File: config.mk
export PLATFORM = sky130hd
export DESIGN_NAME = mcu0_fetch
export DESIGN_NICKNAME = d
export VERILOG_FILES = /design/src/rtl/mcu0_pkg.sv /design/src/rtl/mcu0_fetch_fifo.sv /design/src/rtl/mcu0_fetch.sv
export SDC_FILE = /design/constraint.sdc
export NUM_CORES = 1
export LEC_CHECK = 0
export BUFFER_PORTS_ARGS = -buffer_cell sky130_fd_sc_hd__buf_2
export CAP_MARGIN = 10
export CORE_UTILIZATION = 55
export CTS_CLUSTER_SIZE = 8
export DETAILED_ROUTE_END_ITERATION = 10
export MAX_ROUTING_LAYER = met4
export PLACE_DENSITY = 0.78
export RECOVER_POWER = 25
export SLEW_MARGIN = 15
export SYNTH_ARGS = -nofsm -noshare
export SYNTH_HDL_FRONTEND = slang
export SYNTH_SLANG_ARGS = --single-unit
File: constraint.sdc
create_clock -name clock -period 5.84 [get_ports clock]
set_clock_uncertainty 0.1 [all_clocks]
set_input_delay 1.46 -clock clock [delete_from_list [all_inputs] [get_ports clock]]
set_output_delay 1.46 -clock clock [all_outputs]
set_load 0.05 [all_outputs]
File: src/rtl/mcu0_pkg.sv
// mcu0_pkg: shared types and constants for the mcu0 core.
// Holds the instruction word width, the fetch FSM state encoding, the
// native prefetch queue entry and the opcode constants used by execute.
package mcu0_pkg;

  localparam int WORD_W = 16;
  localparam int PC_W   = 12;

  typedef enum logic [1:0] {
    IDLE  = 2'd0,
    FETCH = 2'd1,
    DROP  = 2'd2
  } fetch_state_e;

  // Queue entry for the native 12-bit mcu0 address space; the fetch unit
  // rebuilds the same layout at its own AW so other widths stay exact.
  typedef struct packed {
    logic [PC_W-1:0]   pc;
    logic [WORD_W-1:0] data;
  } fetch_entry_t;

  // Opcode field (upper nibble of the instruction word)
  localparam logic [3:0] OP_LDA  = 4'h0;
  localparam logic [3:0] OP_STA  = 4'h1;
  localparam logic [3:0] OP_ADD  = 4'h2;
  localparam logic [3:0] OP_SUB  = 4'h3;
  localparam logic [3:0] OP_JMP  = 4'h4;
  localparam logic [3:0] OP_JZ   = 4'h5;
  localparam logic [3:0] OP_JN   = 4'h6;
  localparam logic [3:0] OP_JSUB = 4'h7;
  localparam logic [3:0] OP_RET  = 4'h8;
  localparam logic [3:0] OP_IRET = 4'h9;
  localparam logic [3:0] OP_SYS  = 4'hF;

endpackage

File: src/rtl/mcu0_fetch_fifo.sv
// mcu0_fetch_fifo: DEPTH-entry circular buffer for the prefetch queue.
// Wrapping read/write pointers, synchronous flush with priority over
// push and pop, occupancy count and a zeroed head when empty.
module mcu0_fetch_fifo #(
  parameter int  DEPTH   = 4,
  parameter type entry_t = mcu0_pkg::fetch_entry_t
) (
  input  logic                         clock,
  input  logic                         reset,
  input  logic                         push,
  input  entry_t                       push_entry,
  input  logic                         pop,
  input  logic                         flush,
  output entry_t                       head,
  output logic                         head_valid,
  output logic [$clog2(DEPTH+1)-1:0]   count
);

  localparam int PW = $clog2(DEPTH);
  localparam int CW = $clog2(DEPTH+1);

  entry_t          mem_q [DEPTH];
  logic [PW-1:0]   rd_ptr_q, rd_ptr_d;
  logic [PW-1:0]   wr_ptr_q, wr_ptr_d;
  logic [CW-1:0]   cnt_q, cnt_d;
  logic            do_push, do_pop;

  // Pointer/count update; pointers wrap naturally since DEPTH is a power of 2
  always_comb begin
    do_push  = push && (cnt_q != CW'(DEPTH));
    do_pop   = pop && (cnt_q != '0);
    rd_ptr_d = rd_ptr_q + PW'(do_pop);
    wr_ptr_d = wr_ptr_q + PW'(do_push);
    cnt_d    = cnt_q + CW'(do_push) - CW'(do_pop);
    if (flush) begin
      rd_ptr_d = '0;
      wr_ptr_d = '0;
      cnt_d    = '0;
    end
  end

  // Pointer and count registers
  always_ff @(posedge clock) begin
    if (reset) begin
      rd_ptr_q <= '0;
      wr_ptr_q <= '0;
      cnt_q    <= '0;
    end else begin
      rd_ptr_q <= rd_ptr_d;
      wr_ptr_q <= wr_ptr_d;
      cnt_q    <= cnt_d;
    end
  end

  // Entry storage; a flushed push is simply not written
  always_ff @(posedge clock) begin
    if (do_push && !flush) begin
      mem_q[wr_ptr_q] <= push_entry;
    end
  end

  // Head presentation, forced to zero while empty
  always_comb begin
    head_valid = (cnt_q != '0);
    head       = head_valid ? mem_q[rd_ptr_q] : '0;
  end

  assign count = cnt_q;

endmodule

File: src/rtl/mcu0_fetch.sv
// mcu0_fetch: instruction fetch unit with prefetch queue for mcu0.
// Single-outstanding memory port, valid/ready output to execute, redirect
// flushes the queue and restarts fetch (an in-flight read is drained in DROP).
// Optional: define MCU0_FETCH_STATS_EN to add stat_fetches/stat_flushes.
module mcu0_fetch
  import mcu0_pkg::*;
#(
  parameter int          AW       = 12,
  parameter int          DEPTH    = 4,
  parameter int unsigned RESET_PC = 0
) (
  input  logic                        clock,
  input  logic                        reset,
  output logic                        mem_req,
  output logic [AW-1:0]               mem_addr,
  input  logic                        mem_ack,
  input  logic [WORD_W-1:0]           mem_rdata,
  output logic                        ir_valid,
  output logic [WORD_W-1:0]           ir_data,
  output logic [AW-1:0]               ir_pc,
  input  logic                        ir_ready,
  input  logic                        redirect,
  input  logic [AW-1:0]               redirect_pc,
`ifdef MCU0_FETCH_STATS_EN
  output logic [15:0]                 stat_fetches,
  output logic [15:0]                 stat_flushes,
`endif
  output logic [$clog2(DEPTH+1)-1:0]  ir_count
);

  localparam int CW = $clog2(DEPTH+1);

  typedef struct packed {
    logic [AW-1:0]     pc;
    logic [WORD_W-1:0] data;
  } entry_t;

  fetch_state_e  state_q, state_d;
  logic [AW-1:0] fpc_q, fpc_d;
  logic [AW-1:0] addr_q, addr_d;
  logic          push, pop;
  logic [CW-1:0] count, post_cnt;
  entry_t        push_entry, head;
  logic          head_valid;

  assign pop              = head_valid && ir_ready;
  assign push_entry.pc    = addr_q;
  assign push_entry.data  = mem_rdata;
  // Occupancy after an enqueue at this edge (never exceeds DEPTH)
  assign post_cnt         = count + CW'(1) - CW'(pop);

  mcu0_fetch_fifo #(
    .DEPTH   (DEPTH),
    .entry_t (entry_t)
  ) u_fifo (
    .clock      (clock),
    .reset      (reset),
    .push       (push),
    .push_entry (push_entry),
    .pop        (pop),
    .flush      (redirect),
    .head       (head),
    .head_valid (head_valid),
    .count      (count)
  );

  // FSM state, fetch pointer and held request address
  always_ff @(posedge clock) begin
    if (reset) begin
      state_q <= IDLE;
      fpc_q   <= AW'(RESET_PC);
      addr_q  <= AW'(RESET_PC);
    end else begin
      state_q <= state_d;
      fpc_q   <= fpc_d;
      addr_q  <= addr_d;
    end
  end

  // Next state: redirect wins; an ack in the redirect cycle is discarded
  always_comb begin
    state_d = state_q;
    fpc_d   = fpc_q;
    addr_d  = addr_q;
    push    = 1'b0;
    case (state_q)
      IDLE: begin
        if (redirect) begin
          state_d = FETCH;
          fpc_d   = redirect_pc;
          addr_d  = redirect_pc;
        end else if (count < CW'(DEPTH)) begin
          state_d = FETCH;
          addr_d  = fpc_q;
        end
      end
      FETCH: begin
        if (redirect) begin
          fpc_d = redirect_pc;
          if (mem_ack) begin
            addr_d = redirect_pc;
          end else begin
            state_d = DROP;
          end
        end else if (mem_ack) begin
          push    = 1'b1;
          fpc_d   = addr_q + AW'(1);
          addr_d  = addr_q + AW'(1);
          state_d = (post_cnt < CW'(DEPTH)) ? FETCH : IDLE;
        end
      end
      DROP: begin
        if (redirect) begin
          fpc_d = redirect_pc;
          if (mem_ack) begin
            state_d = FETCH;
            addr_d  = redirect_pc;
          end
        end else if (mem_ack) begin
          state_d = FETCH;
          addr_d  = fpc_q;
        end
      end
      default: state_d = IDLE;
    endcase
  end

  // Outputs: a request is outstanding in FETCH and while draining in DROP
  always_comb begin
    mem_req  = (state_q == FETCH) || (state_q == DROP);
    mem_addr = addr_q;
    ir_valid = head_valid;
    ir_data  = head.data;
    ir_pc    = head.pc;
    ir_count = count;
  end

`ifdef MCU0_FETCH_STATS_EN
  logic [15:0] fetches_q, fetches_d;
  logic [15:0] flushes_q, flushes_d;

  // Statistic counters, wrapping modulo 2^16
  always_comb begin
    fetches_d = fetches_q + 16'(push);
    flushes_d = flushes_q + 16'(redirect);
  end

  // Statistic registers
  always_ff @(posedge clock) begin
    if (reset) begin
      fetches_q <= '0;
      flushes_q <= '0;
    end else begin
      fetches_q <= fetches_d;
      flushes_q <= flushes_d;
    end
  end

  assign stat_fetches = fetches_q;
  assign stat_flushes = flushes_q;
`endif

endmodule

==> impl_metrics.toml <==
[status]
status = "finished with violations"
failing_checks = "DRC"

[global_routing]
initial_antenna_violation_count = 0
grt_pass1_vias = 4530
global_route.usage.total = 0.255
grt_start_max_net_pins = 50
grt_pass1_wl_um = 23400
globalRoute.totalOverflow = 0

[placed_design]
hpwl_um = 8870
finalWeightedCongestion = 0.935
place.port_buffers = 77
preCtsSetupSlack_ns = 1.85

[critical_path]
critPathSlowestCell = "dfxtp_2"
path_depth = 3
required_ns = 4.28
critPathLaunchType = "flip-flop"
worstPathBufferInverterCount = 1
rr_worst_depth = 7
timing.critical_path.arrival_ns = 2.46
worst_setup_path_end_kind = "primary output"
critical_path.cell_chain = "mux4_2 -> and2_1 -> buf_2"
worstSetupPathType = "reg2out"
worst_path_dominant_cell_family = "flip-flops"
rrSetupSlack_ns = 2.76
critPathMaxStageDelay_ns = 1.00
worst-path-max-fanout = 29

[logic_synthesis]
yosys.area_share.xor_xnor = 0.0197
synth.yosys.seq_area_share = 0.603
synth-edff-count = 112
synth_compound_area_frac = 0.0941
ys_seq_elements = 145
yosys_warnings = 0
postSynth.asyncResetShare = 0
synth_top_cells_by_area = "edfxtp_1, dfxtp_1, mux4_2, and2_1, a21oi_1"
synthMuxAreaShare = 0.110
main_synth_ff_type = "edfxtp_1"
syn_area_sq_um = 6670
yosys.cell_types.count = 57
synth_area_leader_cell = "edfxtp_1"
yosys_top_cell_area_share = 0.504
post_synth_and_or_nand_nor_area_fraction = 0.121
synthesis.area_per_instance_sq_um = 13.4
post_synth_inst_count = 497
synth-adder-area-share = 0.0236
postSynthNetCount = 542
synth_top_family_by_area = "simple AND/OR/NAND/NOR gates"

[die]
die_area_sq_um = 12600
rows = 39
initial_core_util = 0.575
core-area_sq_um = 11600
ios = 78
chipWidth_um = 112
die_h_um = 112

[clock_tree]
tritoncts.num_buffers = 17
tritoncts = "yes"
insertion_delay_ns = 0.43
htree_levels = 4
cts-hold-fix-buffers = 0
clock-sinks = 145
post_cts.repair.setup_buffers = 0
cts-resized-gates = 0
clkSlewWorstSetupHoldPaths_ns = 0.06
clk_path_buf_depth = 2
cts_root_buffer = "clkbuf_16"

[pwr]
share_of_total_power_consumed_by_net_switching = 0.264
p_leak_uw = 0.00283
p_seq_frac = 0.462
p_switching_uw = 691
internal_power_uw = 1930
pwr-share-comb = 0.132
vdd_ir_drop_max_mv = 0.215
power.density_cell_area_nw_per_um2 = 338
clkPwrFrac = 0.406

[route]
vias = 4384
antenna_nets_post_route = 0
detail_route.wl_per_cell_um = 19.8
routed_wl_um = 14400
detail_route.first_pass.iterations = 7
detail_route.vias_per_cell = 6.05
drtIter0Drc = 465
post-route-drc-count = 7

[sta]
hold_ws_ns = 0.358
timing.final.crit_period_ns = 4.02
final_critical_path_setup_slack_ns = 1.82
timing_worst_slew_pin_value_ns = 1.03
timing.final.crit_share = 0.688
unrepaired_setup_endpoints_after_global_routing = "false"
maxSlewHeadroom = 0.310
final-setup-viol-count = 0
timing.final.hold_violations = 0
fmaxAchievable_mhz = 249
timing.setup.tns_ns = 0
final-max-slew-violation-count = 0

[cells_and_area]
nets = 614
area.growth.synth_to_final_pct = 16.0
n_antenna_cell = 0
post_route_cells_drive_above_1_share = 0.244

[flow_run]
max_cap_viol_count = 0

[min_path]
hold_path.class = "reg2reg"
min_path_cells = 2
[final cells by class]
cell class | count | area [sq um]
repair buffers | 84 | 429
clock buffers | 19 | 433
flip-flops and latches | 145 | 4030
inverters | 15 | 56.3
well taps | 143 | 179
fillers | 857 | 3870
multi-input cells | 306 | 2470
clock inverters | 13 | 144
[Yosys cell counts, types with 2 or more instances]
| cell | count |
|---|---|
| nand3b_1 | 2 |
| nor3b_1 | 2 |
| and3_1 | 3 |
| o211ai_1 | 6 |
| nor2b_1 | 13 |
| o41ai_2 | 2 |
| xnor2_1 | 10 |
| clkbuf_1 | 15 |
| o21ai_0 | 16 |
| mux4_2 | 28 |
| inv_1 | 14 |
| a211oi_1 | 11 |
| o221ai_1 | 2 |
| o41ai_1 | 2 |
| nand3_1 | 14 |
| edfxtp_1 | 112 |
| ha_1 | 11 |
| nor2_1 | 28 |
| nor4_1 | 2 |
| nor3_1 | 13 |
| buf_2 | 14 |
| nand2b_1 | 5 |
| a21oi_1 | 28 |
| nand2_1 | 24 |
| a32o_1 | 2 |
| mux2i_1 | 9 |
| or3_1 | 4 |
| and2_1 | 34 |
| xor2_1 | 5 |
| a31oi_1 | 3 |
| a211o_1 | 5 |
| dfxtp_1 | 33 |
[worst reg2reg max path: stages, from the launching register on]
cell,delay (ns)
dfxtp_1,0.50
ha_1,0.50
nor2b_1,0.62
nand3_1,0.27
inv_1,0.19
nand2_1,0.09
nor2_2,0.08
buf_4,0.37
[layer usage]
layer	GRT usage	up-vias	routed length [um]
met2	0.410	180	7120
met5	-	-	0
met3	0.0578	29	924
li1	-	2026	-
met4	0.104	0	295
met1	0.315	2149	6060
[logic make-up after synthesis]
family | Yosys count
AOI/OAI and AO/OA | 92
adders and majority gates | 12
muxes | 38
xor gates and xnor gates | 15
buffers and inverters | 46
DFF | 145
and+or+nand+nor | 149
[power groups by stage]
| stage | Clock [uW] | Sequential, uW | Combinational (uW) |
|---|---|---|---|
| floorplan | 0 | 1250 | 221 |
| global placement | 0 | 1230 | 333 |
| detailed placement | 0 | 1230 | 341 |
| CTS | 1080 | 1210 | 343 |
| global route | 1120 | 1210 | 374 |
| finish | 1060 | 1210 | 347 |
[sequential cells by signal (all words and copies together) (netlist names)]
name             count
u_fifo.mem_q       112
mem_addr            12
state_q              2
fpc_q               12
u_fifo.wr_ptr_q      2
u_fifo.rd_ptr_q      2
u_fifo.count         3
[cells in the final DEF (no fill, tap or decap), drive strengths merged, types with 5 or more instances in the layout]
cell type	count
ha	11
mux2i	9
mux4	28
edfxtp	112
nor3	14
o211ai	6
buf	77
nand2	24
a21oi	28
and2	34
nand2b	5
dfxtp	33
o21ai	17
clkbuf	26
inv	14
xnor2	10
nor2b	13
clkinv	10
nand3	14
a211o	5
a211oi	11
xor2	5
nor2	28
[stage by stage]
step,util,cells,instance area (sq um),total power (uW)
6_report,0.667,725,7740,2620
5_1_grt,0.667,725,7740,2710
4_1_cts,0.667,725,7740,2630
3_5_place_dp,0.617,693,7170,1570
3_3_place_gp,0.617,693,7170,1560
2_1_floorplan,-,497,6670,1470
[worst paths after layout]
| kind | startpoint | end |
|---|---|---|
| hold reg to reg | fpc_q[7]$_SDFFE_PP0P_ | fpc_q[7]$_SDFFE_PP0P_ |
| hold / removal | fpc_q[7]$_SDFFE_PP0P_ | fpc_q[7]$_SDFFE_PP0P_ |
| setup / recovery | u_fifo.rd_ptr_q[0]$_SDFF_PP0_ | ir_data[15] |
| setup reg to reg | state_q[0]$_SDFFE_PP0P_ | u_fifo.mem_q[1][26]$_DFFE_PP_ |
Note: power is estimated with default switching activity, not from simulation.
